### config.mk
export PLATFORM = sky130hd
export DESIGN_NAME = xor_stream_cipher
export DESIGN_NICKNAME = d
export VERILOG_FILES = /design/src/rtl/xor_stream_cipher.sv
export SDC_FILE = /design/constraint.sdc
export NUM_CORES = 1
export LEC_CHECK = 0
export CORE_ASPECT_RATIO = 0.5
export CORE_UTILIZATION = 58
export CTS_CLUSTER_SIZE = 8
export DETAILED_ROUTE_END_ITERATION = 16
export DONT_BUFFER_PORTS = 1
export HOLD_SLACK_MARGIN = 0.12
export PLACE_DENSITY_LB_ADDON = 0.12
export SLEW_MARGIN = 0
export SYNTH_ARGS = -nofsm -noshare
export SYNTH_HDL_FRONTEND = slang
export SYNTH_SLANG_ARGS = --single-unit
### constraint.sdc
create_clock -name iClk -period 2.4 [get_ports iClk]
set_clock_uncertainty 0.2 [all_clocks]
set_input_delay 0.48 -clock iClk [delete_from_list [all_inputs] [get_ports iClk]]
set_output_delay 0.48 -clock iClk [all_outputs]
set_load 0.01 [all_outputs]
### src/rtl/xor_stream_cipher.sv
// xor_stream_cipher: streaming XOR cipher with a repeating latched key.
// It supports plain XOR, chained encryption (ciphertext feedback seeded by
// an IV) and the matching chained decryption. The input and output each use
// a ready/valid handshake, and the result appears one cycle after an accept.
module xor_stream_cipher #(
  parameter int MSG_SIZE = 512,
  parameter int KEY_SIZE = 512,
  parameter int WORD_W   = 8
) (
  input  logic                                iClk,
  input  logic                                iRst,
  input  logic                                iStart,
  input  logic [1:0]                          iMode,
  input  logic [KEY_SIZE-1:0]                 iKey,
  input  logic [WORD_W-1:0]                   iIv,
  input  logic [WORD_W-1:0]                   iMsg_word,
  input  logic                                iMsg_valid,
  output logic                                oMsg_ready,
  output logic [WORD_W-1:0]                   oOut_word,
  output logic                                oOut_valid,
  input  logic                                iOut_ready,
  output logic                                oBusy,
  output logic                                oDone,
  output logic [$clog2(MSG_SIZE/WORD_W):0]    oWord_count
);

  localparam int N   = MSG_SIZE / WORD_W;
  localparam int K   = KEY_SIZE / WORD_W;
  localparam int KIW = (K > 1) ? $clog2(K) : 1;
  localparam int CW  = $clog2(N) + 1;

  typedef enum logic [1:0] {IDLE, RUN, DONE} state_t;

  state_t              state, state_next;
  logic [KEY_SIZE-1:0] key_q;
  logic [1:0]          mode_q;
  logic [WORD_W-1:0]   chain_q;
  logic [WORD_W-1:0]   chain_next;
  logic [KIW-1:0]      key_idx;
  logic [CW-1:0]       count_q;
  logic [WORD_W-1:0]   out_word;
  logic                out_valid;
  logic [WORD_W-1:0]   key_word;
  logic [WORD_W-1:0]   result;
  logic                msg_ready;
  logic                accept;
  logic                last_word;
  logic                start_ok;

  assign msg_ready = (state == RUN) && (!out_valid || iOut_ready);
  assign accept    = iMsg_valid && msg_ready;
  assign last_word = (count_q == CW'(N - 1));
  assign key_word  = key_q[key_idx*WORD_W +: WORD_W];

  // State register
  always_ff @(posedge iClk) begin
    if (!iRst) state <= IDLE;
    else       state <= state_next;
  end

  // Next-state logic. A restart from DONE waits until the last result has drained.
  always_comb begin
    state_next = state;
    start_ok   = 1'b0;
    case (state)
      IDLE: begin
        if (iStart) begin
          state_next = RUN;
          start_ok   = 1'b1;
        end
      end
      RUN: begin
        if (accept && last_word) state_next = DONE;
      end
      DONE: begin
        if (iStart && !out_valid) begin
          state_next = RUN;
          start_ok   = 1'b1;
        end
      end
      default: state_next = IDLE;
    endcase
  end

  // Cipher datapath. Mode 11 falls through to plain XOR.
  always_comb begin
    result     = iMsg_word ^ key_word;
    chain_next = chain_q;
    case (mode_q)
      2'b01: begin
        result     = iMsg_word ^ key_word ^ chain_q;
        chain_next = iMsg_word ^ key_word ^ chain_q;
      end
      2'b10: begin
        result     = iMsg_word ^ key_word ^ chain_q;
        chain_next = iMsg_word;
      end
      default: ;
    endcase
  end

  // Latched parameters, counters, chain register and the output stage
  always_ff @(posedge iClk) begin
    if (!iRst) begin
      key_q     <= '0;
      mode_q    <= '0;
      chain_q   <= '0;
      key_idx   <= '0;
      count_q   <= '0;
      out_word  <= '0;
      out_valid <= 1'b0;
    end else begin
      if (start_ok) begin
        key_q   <= iKey;
        mode_q  <= iMode;
        chain_q <= iIv;
        key_idx <= '0;
        count_q <= '0;
      end else if (accept) begin
        chain_q <= chain_next;
        key_idx <= (key_idx == KIW'(K - 1)) ? '0 : key_idx + 1'b1;
        count_q <= count_q + 1'b1;
      end
      if (accept) begin
        out_word  <= result;
        out_valid <= 1'b1;
      end else if (iOut_ready) begin
        out_valid <= 1'b0;
      end
    end
  end

  assign oMsg_ready  = msg_ready;
  assign oOut_word   = out_word;
  assign oOut_valid  = out_valid;
  assign oBusy       = (state == RUN) || out_valid;
  assign oDone       = (state == DONE) && !out_valid;
  assign oWord_count = count_q;

endmodule

==> results_tabular.tex, run 1 <==
\begin{tabular}{lr}
\hline
Metric & Value \\
\hline
\multicolumn{2}{l}{\textbf{Logic synthesis}} \\
Post-Synthesis Net Count & 3370 \\
Area fraction of the dominant cell type after synthesis & 0.439 \\
Area leader, netlist & sky130\_fd\_sc\_hd\_\_dfxtp\_1 \\
EDFF count, synth & 0 \\
Netlist area before placement & 24900 sq um \\
Share of synthesized area occupied by flip-flops and latches & 0.439 \\
Main synth FF type & sky130\_fd\_sc\_hd\_\_dfxtp\_1 \\
Synthesized area per cell & 8.79 sq um \\
Count of mapped cells out of synthesis & 2831 \\
Share of synthesized registers carrying an async set or reset & 0 \\
Count of different cell masters after synthesis & 67 \\
FF+latch count, synth & 546 \\
Area contributors post-synth & sky130\_fd\_sc\_hd\_\_dfxtp\_1 44\%, sky130\_fd\_sc\_hd\_\_nand2\_1 16\%, sky130\_fd\_sc\_hd\_\_a21boi\_0 16\% \\
Yosys Warn Count & 0 \\
\multicolumn{2}{l}{\textbf{Clock tree}} \\
Max clock buf depth & 3 \\
Number of gates resized after CTS & 53 \\
Clock sinks & 546 \\
CTS root buf & sky130\_fd\_sc\_hd\_\_clkbuf\_16 \\
H-tree Lvls & 3 \\
Hold-fix buffer count after cts & 691 \\
Setup fix buffers added after clock tree synthesis & 14 \\
Number of CTS-inserted buffers & 78 \\
\multicolumn{2}{l}{\textbf{Die}} \\
I/O pin cnt & 554 \\
Vertical die dimension & 149 microns \\
Cell Rows & 53 \\
Starting Density & 0.590 \\
Die width & 295 microns \\
\multicolumn{2}{l}{\textbf{Outcome}} \\
Err & [ERROR RSZ-0060] Max buffer count reached. \\
Fail Step & clock tree synthesis (4\_1\_cts) \\
Status & aborted with a tool error \\
\multicolumn{2}{l}{\textbf{Place}} \\
Final weighted congestion of routability-driven global placement & 0.972 \\
HPWL Detailed & 55100 microns \\
Port-buffer cells & 0 \\
\hline
\end{tabular}
-- Yosys cell counts (4+ instances only) --
library cell / n
sky130_fd_sc_hd__clkbuf_1: 170
sky130_fd_sc_hd__mux2i_1: 83
sky130_fd_sc_hd__and2_1: 4
sky130_fd_sc_hd__nand2b_1: 5
sky130_fd_sc_hd__a21oi_1: 22
sky130_fd_sc_hd__nand3_1: 18
sky130_fd_sc_hd__buf_6: 12
sky130_fd_sc_hd__a22oi_1: 12
sky130_fd_sc_hd__buf_12: 6
sky130_fd_sc_hd__nor2_1: 32
sky130_fd_sc_hd__dfxtp_1: 546
sky130_fd_sc_hd__nor2b_1: 12
sky130_fd_sc_hd__o21ai_1: 5
sky130_fd_sc_hd__inv_1: 13
sky130_fd_sc_hd__a21boi_0: 516
sky130_fd_sc_hd__nor3_1: 4
sky130_fd_sc_hd__nand2_1: 1069
sky130_fd_sc_hd__o22ai_1: 13
sky130_fd_sc_hd__mux4_1: 7
sky130_fd_sc_hd__xor2_1: 8
sky130_fd_sc_hd__a31oi_1: 6
sky130_fd_sc_hd__a211oi_1: 6
sky130_fd_sc_hd__a221oi_1: 12
sky130_fd_sc_hd__buf_2: 18
sky130_fd_sc_hd__ha_1: 4
sky130_fd_sc_hd__o211ai_1: 5
sky130_fd_sc_hd__o21ai_0: 24
sky130_fd_sc_hd__buf_1: 17
sky130_fd_sc_hd__o221ai_1: 12
sky130_fd_sc_hd__buf_4: 6
sky130_fd_sc_hd__mux4_2: 87
sky130_fd_sc_hd__xnor2_1: 18
-- logic make-up after synthesis --
family / share of synthesized area
adder cells (fa/ha/maj): 0.00201
flip-flops: 0.439
multiplexers: 0.119
XOR/XNOR: 0.0110
AND/OR/NAND/NOR: 0.184
buffers and inverters: 0.0465
AO/OA/AOI/OAI: 0.198
-- stage by stage --
step	std cells	utilization	cell area (sq um)	setup slack, ns	TNS (ns)
after floorplan	2831	-	24900	-0.129	-0.428
after global placement	3347	0.621	26200	-0.508	-6.44
after detailed placement	3347	0.621	26200	-0.610	-7.60
==> inputs of run 2 (changes only) <==
==> config.mk (replaced) <==
export PLATFORM = sky130hd
export DESIGN_NAME = xor_stream_cipher
export DESIGN_NICKNAME = d
export VERILOG_FILES = /design/src/rtl/xor_stream_cipher.sv
export SDC_FILE = /design/constraint.sdc
export NUM_CORES = 1
export LEC_CHECK = 0
export CORE_UTILIZATION = 40
export DETAILED_ROUTE_END_ITERATION = 16
export DONT_BUFFER_PORTS = 1
export PLACE_DENSITY_LB_ADDON = 0.15
export SLEW_MARGIN = 0
export SYNTH_ARGS = -nofsm -noshare
export SYNTH_HDL_FRONTEND = slang
export SYNTH_SLANG_ARGS = --single-unit
==> constraint.sdc (replaced) <==
create_clock -name iClk -period 3.1 [get_ports iClk]
set_clock_uncertainty 0.2 [all_clocks]
set_input_delay 0.62 -clock iClk [delete_from_list [all_inputs] [get_ports iClk]]
set_output_delay 0.62 -clock iClk [all_outputs]
set_load 0.01 [all_outputs]
==> run 2 against run 1 <==
Compared with the run above: the flow now finishes without violations; synthesized cell count did not move; synthesized area did not move.
==> results_tabular.tex, run 2 <==
\begin{tabular}{lr}
\hline
Metric & Value \\
\hline
\multicolumn{2}{l}{\textbf{STA}} \\
Final setup TNS & 0 ns \\
Slew at the pin with the worst max-slew slack & 1.24 ns \\
Slew headroom & 0.173 \\
Finish-stage setup viols & 0 \\
Maximum clock frequency & 0.333 GHz \\
Final Slew Violations & 0 \\
Setup repair after global routing missed its margin & yes \\
Post-layout minimum cycle time & 3.00 ns \\
Final Hold Fails & 0 \\
Ratio of final minimum period to clock period & 0.968 \\
\multicolumn{2}{l}{\textbf{Worst hold path}} \\
Instance count along the most critical hold path & 2 \\
Hold WC Path Type & in2reg \\
\multicolumn{2}{l}{\textbf{Logic synthesis}} \\
Netlist area before placement & 24900 sq um \\
Synth Area in Simple Gates & 0.184 \\
Post-Synthesis Net Count & 3370 \\
Leading cell types by count after synthesis & 1069 x sky130\_fd\_sc\_hd\_\_nand2\_1, 546 x sky130\_fd\_sc\_hd\_\_dfxtp\_1, 516 x sky130\_fd\_sc\_hd\_\_a21boi\_0, 170 x sky130\_fd\_sc\_hd\_\_clkbuf\_1, 87 x sky130\_fd\_sc\_hd\_\_mux4\_2 \\
Share of the synthesized area in compound gates (AO/OA/AOI/OAI) & 0.198 \\
EDFF count, synth & 0 \\
Portion of netlist area occupied by mux cells & 0.119 \\
Area fraction of the dominant cell type after synthesis & 0.439 \\
Count of different cell masters after synthesis & 67 \\
Count of mapped cells out of synthesis & 2831 \\
Main synth FF type & sky130\_fd\_sc\_hd\_\_dfxtp\_1 \\
Area contributors post-synth & sky130\_fd\_sc\_hd\_\_dfxtp\_1 44\%, sky130\_fd\_sc\_hd\_\_nand2\_1 16\%, sky130\_fd\_sc\_hd\_\_a21boi\_0 16\% \\
Dominant combinational cell family by area after synthesis & compound AO/OA/AOI/OAI gates \\
Share of synthesized registers carrying an async set or reset & 0 \\
FF+latch count, synth & 546 \\
Synth Area in Adders & 0.00201 \\
Share of the synthesized netlist area taken by xor and xnor gates & 0.0110 \\
Most frequent cell after synthesis & sky130\_fd\_sc\_hd\_\_nand2\_1 \\
Synthesized area per cell & 8.79 sq um \\
Area leader, netlist & sky130\_fd\_sc\_hd\_\_dfxtp\_1 \\
Yosys Warn Count & 0 \\
Share of synthesized area occupied by flip-flops and latches & 0.439 \\
\multicolumn{2}{l}{\textbf{Die}} \\
Cell Rows & 91 \\
Die width & 251 microns \\
I/O pin cnt & 554 \\
Vertical die dimension & 251 microns \\
Core region area & 61600 sq um \\
Starting Density & 0.404 \\
Die area & 63200 sq um \\
\multicolumn{2}{l}{\textbf{Clock tree}} \\
Clk slew on worst S/H paths & 0.06 ns \\
CTS root buf & sky130\_fd\_sc\_hd\_\_clkbuf\_16 \\
Clock sinks & 546 \\
H-tree Lvls & 2 \\
Max clock buf depth & 3 \\
Worst skew pair latency & 0.61 ns \\
CTS tree & yes \\
Number of CTS-inserted buffers & 60 \\
\multicolumn{2}{l}{\textbf{Setup path}} \\
RR Startpoint & key\_idx[1] \\
Crit-path most repeated cell & sky130\_fd\_sc\_hd\_\_o21ai\_0 \\
Worst setup path startpoint & key\_idx[1] \\
Kind of launch point of the worst setup path & flip-flop \\
Reg-to-reg critical path endpoint & chain\_q[3] \\
List of cells traversed by the critical path & buf\_6 > buf\_12 > or3b\_2 > o221a\_2 > nand3\_1 > o21ai\_0 > o22ai\_1 > xor2\_2 > o21ai\_0 > a21oi\_1 \\
Number of cells on the worst reg-to-reg path & 10 \\
Biggest fanout along the worst timing path & 13 \\
CP Data Required Time & 3.40 ns \\
CP max-delay cell & sky130\_fd\_sc\_hd\_\_or3b\_2 \\
Category of the worst setup path capture point & flip-flop \\
Crit path capture & chain\_q[3] \\
Critical path arrival & 3.30 ns \\
Maximum cell stage delay along the critical path & 0.54 ns \\
Register-to-register setup slack & 0.1 ns \\
Critical path type & reg2reg \\
\multicolumn{2}{l}{\textbf{Route}} \\
Count of vias placed by the detailed router & 22200 \\
Via/cell ratio & 5.28 \\
Total wire length after detailed routing & 91300 microns \\
Detail Route Antenna Nets & 0 \\
Number of DRC markers in iteration 0 & 1783 \\
Detailed-router iteration count before antenna repair & 5 \\
DRC violations left & 0 \\
DR WL/cell & 21.7 microns \\
\multicolumn{2}{l}{\textbf{Final layout}} \\
Final standard cell utilization of the core & 0.542 \\
Commonest non-fill, non-tap cell in the layout & sky130\_fd\_sc\_hd\_\_nand2\_1 \\
Area of the multi-input gates & 12800 sq um \\
Post-layout instance area & 33400 sq um \\
Register name with the most flops & key\_q \\
Layout overhead on the synthesized area & 34.2\% \\
Highest-count cells in the layout ignoring fill and taps & 1069 x sky130\_fd\_sc\_hd\_\_nand2\_1, 541 x sky130\_fd\_sc\_hd\_\_dfxtp\_1, 539 x sky130\_fd\_sc\_hd\_\_dlygate4sd3\_1, 516 x sky130\_fd\_sc\_hd\_\_a21boi\_0, 87 x sky130\_fd\_sc\_hd\_\_mux4\_2 \\
\# nets final & 3849 \\
Number of fill cells & 5398 \\
FF/Latch Area & 10900 sq um \\
Layout cell share with drive strength beyond 1 & 0.0915 \\
Number of flip-flops under the largest register name & 512 \\
\multicolumn{2}{l}{\textbf{Power and ir drop}} \\
Power density over the cells & 510 nW/um\^{}2 \\
Static leakage power & 12.4 nW \\
Worst vdd rail ir drop & 457 uV \\
\multicolumn{2}{l}{\textbf{Global routing}} \\
Initial antenna violation count & 9 \\
Total routing resource utilization after global routing & 0.282 \\
Pin count of the biggest net entering global routing & 461 \\
Aggregate global routing overflow & 0 \\
Wire length of the first global-routing pass & 136000 microns \\
Vias in the first global route & 22400 \\
\multicolumn{2}{l}{\textbf{Outcome}} \\
Status & finished, final reports clean \\
\multicolumn{2}{l}{\textbf{Place}} \\
HPWL Detailed & 64600 microns \\
Final weighted congestion of routability-driven global placement & 0.867 \\
Port-buffer cells & 0 \\
Area after DPL & 25900 sq um \\
\multicolumn{2}{l}{\textbf{Run}} \\
Max-capacitance violation count & 0 \\
\hline
\end{tabular}
## run 2: cell counts after synthesis
Identical to the previous run, type by type.
## run 2: cell type report
cell class,count,share of cell area
Inverter,16,0.00195
Clock buffer,97,0.0536
Sequential cell,546,0.328
Antenna cell,6,0.000449
Tap cell,837,0.0314
Multi-Input combinational cell,2040,0.384
Clock inverter,10,0.00468
Timing Repair Buffer,646,0.196
## run 2: cell families (layout without fill, tap and decap cells)
group,Yosys count,count (layout)
AND/OR/NAND/NOR,1170,1170
AO/OA/AOI/OAI,661,661
flip-flops,546,546
buffers and inverters,245,769
multiplexers,177,177
XOR/XNOR,28,28
adder cells (fa/ha/maj),4,4
other,0,6
## run 2: worst min-delay path by stage
| stage | slack [ns] | start | to |
|---|---|---|---|
| 6_report | 0.02 | iKey[49] | key_q[49] |
| 5_1_grt | 0.001 | iKey[49] | key_q[49] |
| 4_1_cts | 0.0003 | iKey[49] | key_q[49] |
| 3_5_place_dp | 0.25 | key_q[455] | key_q[455] |
| 3_3_place_gp | 0.24 | chain_q[2] | chain_q[2] |
| 2_1_floorplan | 0.23 | chain_q[2] | chain_q[2] |
## run 2: timing repair
item                                   4_1_cts  5_1_grt
hold buffers                               537        3
setup buffers                                4        3
resized for setup                            0        5
endpoints found under the hold margin      427        3
setup endpoints to repair                    5        9
## run 2: layer usage
| layer | track usage | vias up | routed length (microns) |
|---|---|---|---|
| li1 | - | 10600 | - |
| met1 | 0.360 | 10700 | 39200 |
| met2 | 0.473 | 750 | 43400 |
| met3 | 0.0481 | 172 | 5020 |
| met4 | 0.115 | 8 | 3630 |
| met5 | 0 | - | 56 |
## run 2: worst max-delay path, delay by kind of cell (launching register included)
kind                   cells  cell delay, ns
AO/OA/AOI/OAI              5            1.17
XOR/XNOR                   1            0.17
buffers and inverters      2            0.31
flip-flops                 1            0.39
AND/OR/NAND/NOR            2            0.64
## run 2: where the power goes
| group | leakage [nW] | internal (mW) | switching, mW |
|---|---|---|---|
| registers | 4.49 | 7.45 | 0.257 |
| clock network | 0.949 | 4.24 | 2.89 |
| logic | 6.97 | 1.12 | 1.09 |
| total | 12.4 | 12.8 | 4.23 |
## run 2: per-stage QoR
| step | setup WS, ns | power [mW] | hold slack, ns | std cells |
|---|---|---|---|---|
| final | 0.0993 | 17.0 | 0.0219 | 4198 |
| after global routing | -0.0103 | 17.7 | 0.00122 | 4197 |
| after CTS | 0.0160 | 17.1 | 0.000290 | 4186 |
| after detailed placement | -0.0726 | 9.43 | 0.253 | 3538 |
| after global placement | -0.0558 | 9.39 | 0.242 | 3538 |
| after floorplan | 0.481 | 8.91 | 0.232 | 2831 |
Power figures use the tool's default switching activity.
==> variant: new RTL, flow settings as in run 2 <==
Re-encode `state_t` (3 states) as one-hot, 3 bits wide.
--- a/src/rtl/xor_stream_cipher.sv
+++ b/src/rtl/xor_stream_cipher.sv
@@ -29,7 +29,7 @@
   localparam int KIW = (K > 1) ? $clog2(K) : 1;
   localparam int CW  = $clog2(N) + 1;
 
-  typedef enum logic [1:0] {IDLE, RUN, DONE} state_t;
+  typedef enum logic [2:0] {IDLE = 3'b001, RUN = 3'b010, DONE = 3'b100} state_t;
 
   state_t              state, state_next;
   logic [KEY_SIZE-1:0] key_q;
Check against the original RTL: same outputs for any inputs over 4 cycles, from zero or initial values and one cycle with iRst low; so few cycles prove little.
==> variant against run 2 <==
Power fell by 0.87%; worst setup slack improved by 0.018 ns; sequential cell count grew 1; global-route usage down 1.2 points; synthesized area shrank 0.24%; design area is 1.7% lower; combinational power decreased by 3%; wire length shrank 3.8%; count of clock-buffer cells in the layout is 3 lower; critical path type unchanged; largest power group unchanged.
==> variant: results (changes against run 2) <==
[clocking]
root_buffer=clkbuf_16
clk_path_buf_depth=3  ; unchanged
clk_pin_slew_ns=0.06  ; about the same
htreeDepth=2  ; unchanged
clk_latency_ns=0.62
cts_made_buffers=59  ; -1.7%

[setup_path]
crit_fanout=10  ; -3
slowest_delay_ns=0.49  ; -0.05 ns
crit_path_top_delay_cell=mux4_2
crit_arrival_ns=3.32  ; +0.02 ns
cp_top_family=compound AO/OA/AOI/OAI gates
r2r_slack_ns=0.12  ; +0.02 ns

[global_route]
antenna_found_initial=8  ; -1
grt_usage=0.271  ; -0.0118
grt_max_degree=418  ; -9.3%
grt_pass1_wl_um=130000  ; -4.1%

[route]
viasPerCell=5.36  ; +1.5%
dr.pass1.iters=7  ; +2
drt-total-wl_um=87800  ; -3.8%
drtIter0Drc=1741  ; -2.4%

[placement]
portBuffers=0  ; unchanged
place.gp.congestion=0.886  ; +2.2%
dpl.hpwl_um=62300  ; -3.6%

[synth]
synth_flop_cell=dfxtp_1
async_reset_ff_frac=0  ; unchanged
ys_top_cells_by_count=nand2_1, dfxtp_1, a21boi_0
yosysSeqAreaShare=0.441  ; +0.00185
synth.top_cells.by_area=dfxtp_1, nand2_1, a21boi_0, mux4_2, clkbuf_1
synthDistinctLibCells=63  ; -6.0%
ys.warnings.count=0  ; unchanged
synth_nets=3321  ; -1.5%

[timing]
slew_headroom=0.0573  ; -0.116
whs_ns=0.00446  ; -0.0175 ns
tns_ns=0  ; unchanged

[finish]
regMostFlops=key_q
layout-drive-gt1-share=0.114  ; +0.0223
largest_reg_flops=512  ; unchanged
final_net_count=3759  ; -2.3%

[power_and_ir_drop]
ir_drop_uv=383  ; -16%
pg_comb_uw=2140  ; -3%
p_int_uw=12600  ; -1.5%
p_leak_uw=0.0120  ; -3.0%
powerClk_uw=7000  ; -2%

[outcome]
status=completed

[hold_path]
hold_path.class=input port to register

[job]
max-cap-violations=0  ; unchanged

==> variant: changes by cell type after synthesis, moves of 6 or more <==
cell	delta
buf_2	-8
mux4_2	+9
nand3_1	-11
nand2_1	-10
mux2_2	+11
a21oi_1	-7
mux4_1	+6
inv_1	-7
mux2i_1	-37
==> variant: final timing paths <==
kind	from	to	cells after the start
setup / recovery	key_idx[0]	chain_q[6]	12
setup reg to reg	key_idx[0]	chain_q[6]	12
hold reg to reg	key_q[40]	key_q[40]	2
hold / removal	iKey[86]	key_q[86]	2
==> variant: cell type report <==
cell class | instances | area (um2)
Clock buffer | 94 | 1770
Tap cell | 782 | 978
Antenna cell | 6 | 15.0
Inverter | 7 | 26.3
Clock inverter | 15 | 150
Timing Repair Buffer | 601 | 6060
Sequential cell | 547 | 11000
Multi-Input combinational cell | 2004 | 12900
Fill cell | 5360 | 28000
==> variant: stage by stage <==
step	std cells	power [uW]	utilization	area, um2	setup WS (ns)
finish	4056	16900	0.540	32800	0.118
global route	4056	17500	0.540	32800	-0.00806
CTS	4029	17000	0.535	32500	0.00105
detailed placement	3445	9480	0.424	25800	-0.0859
floorplan	2782	8960	-	24800	0.522
global placement	3445	9430	0.424	25800	-0.0554
==> variant: cell families after synthesis <==
logic type | share of synthesized area
fa+ha+maj | 0.00201
compound gates | 0.195
mux | 0.125
xor+xnor | 0.0106
simple gates | 0.181
buf+inv | 0.0455
flops | 0.441
==> variant: layer usage <==
layer	GRT usage	share of wire
met5	0	0.00013
met1	0.333	0.42
met2	0.472	0.49
met4	0.114	0.042
met3	0.0385	0.049
==> variant: what timing repair did <==
item / 4_1_cts / 5_1_grt
endpoints found under the hold margin: 478 / 0
hold buffers: 465 / 0
cloned: 0 / 1
gates resized for setup: 5 / 32
pin swaps: 2 / 13
setup endpoints to repair: 7 / 13
buffers inserted: 10 / 22
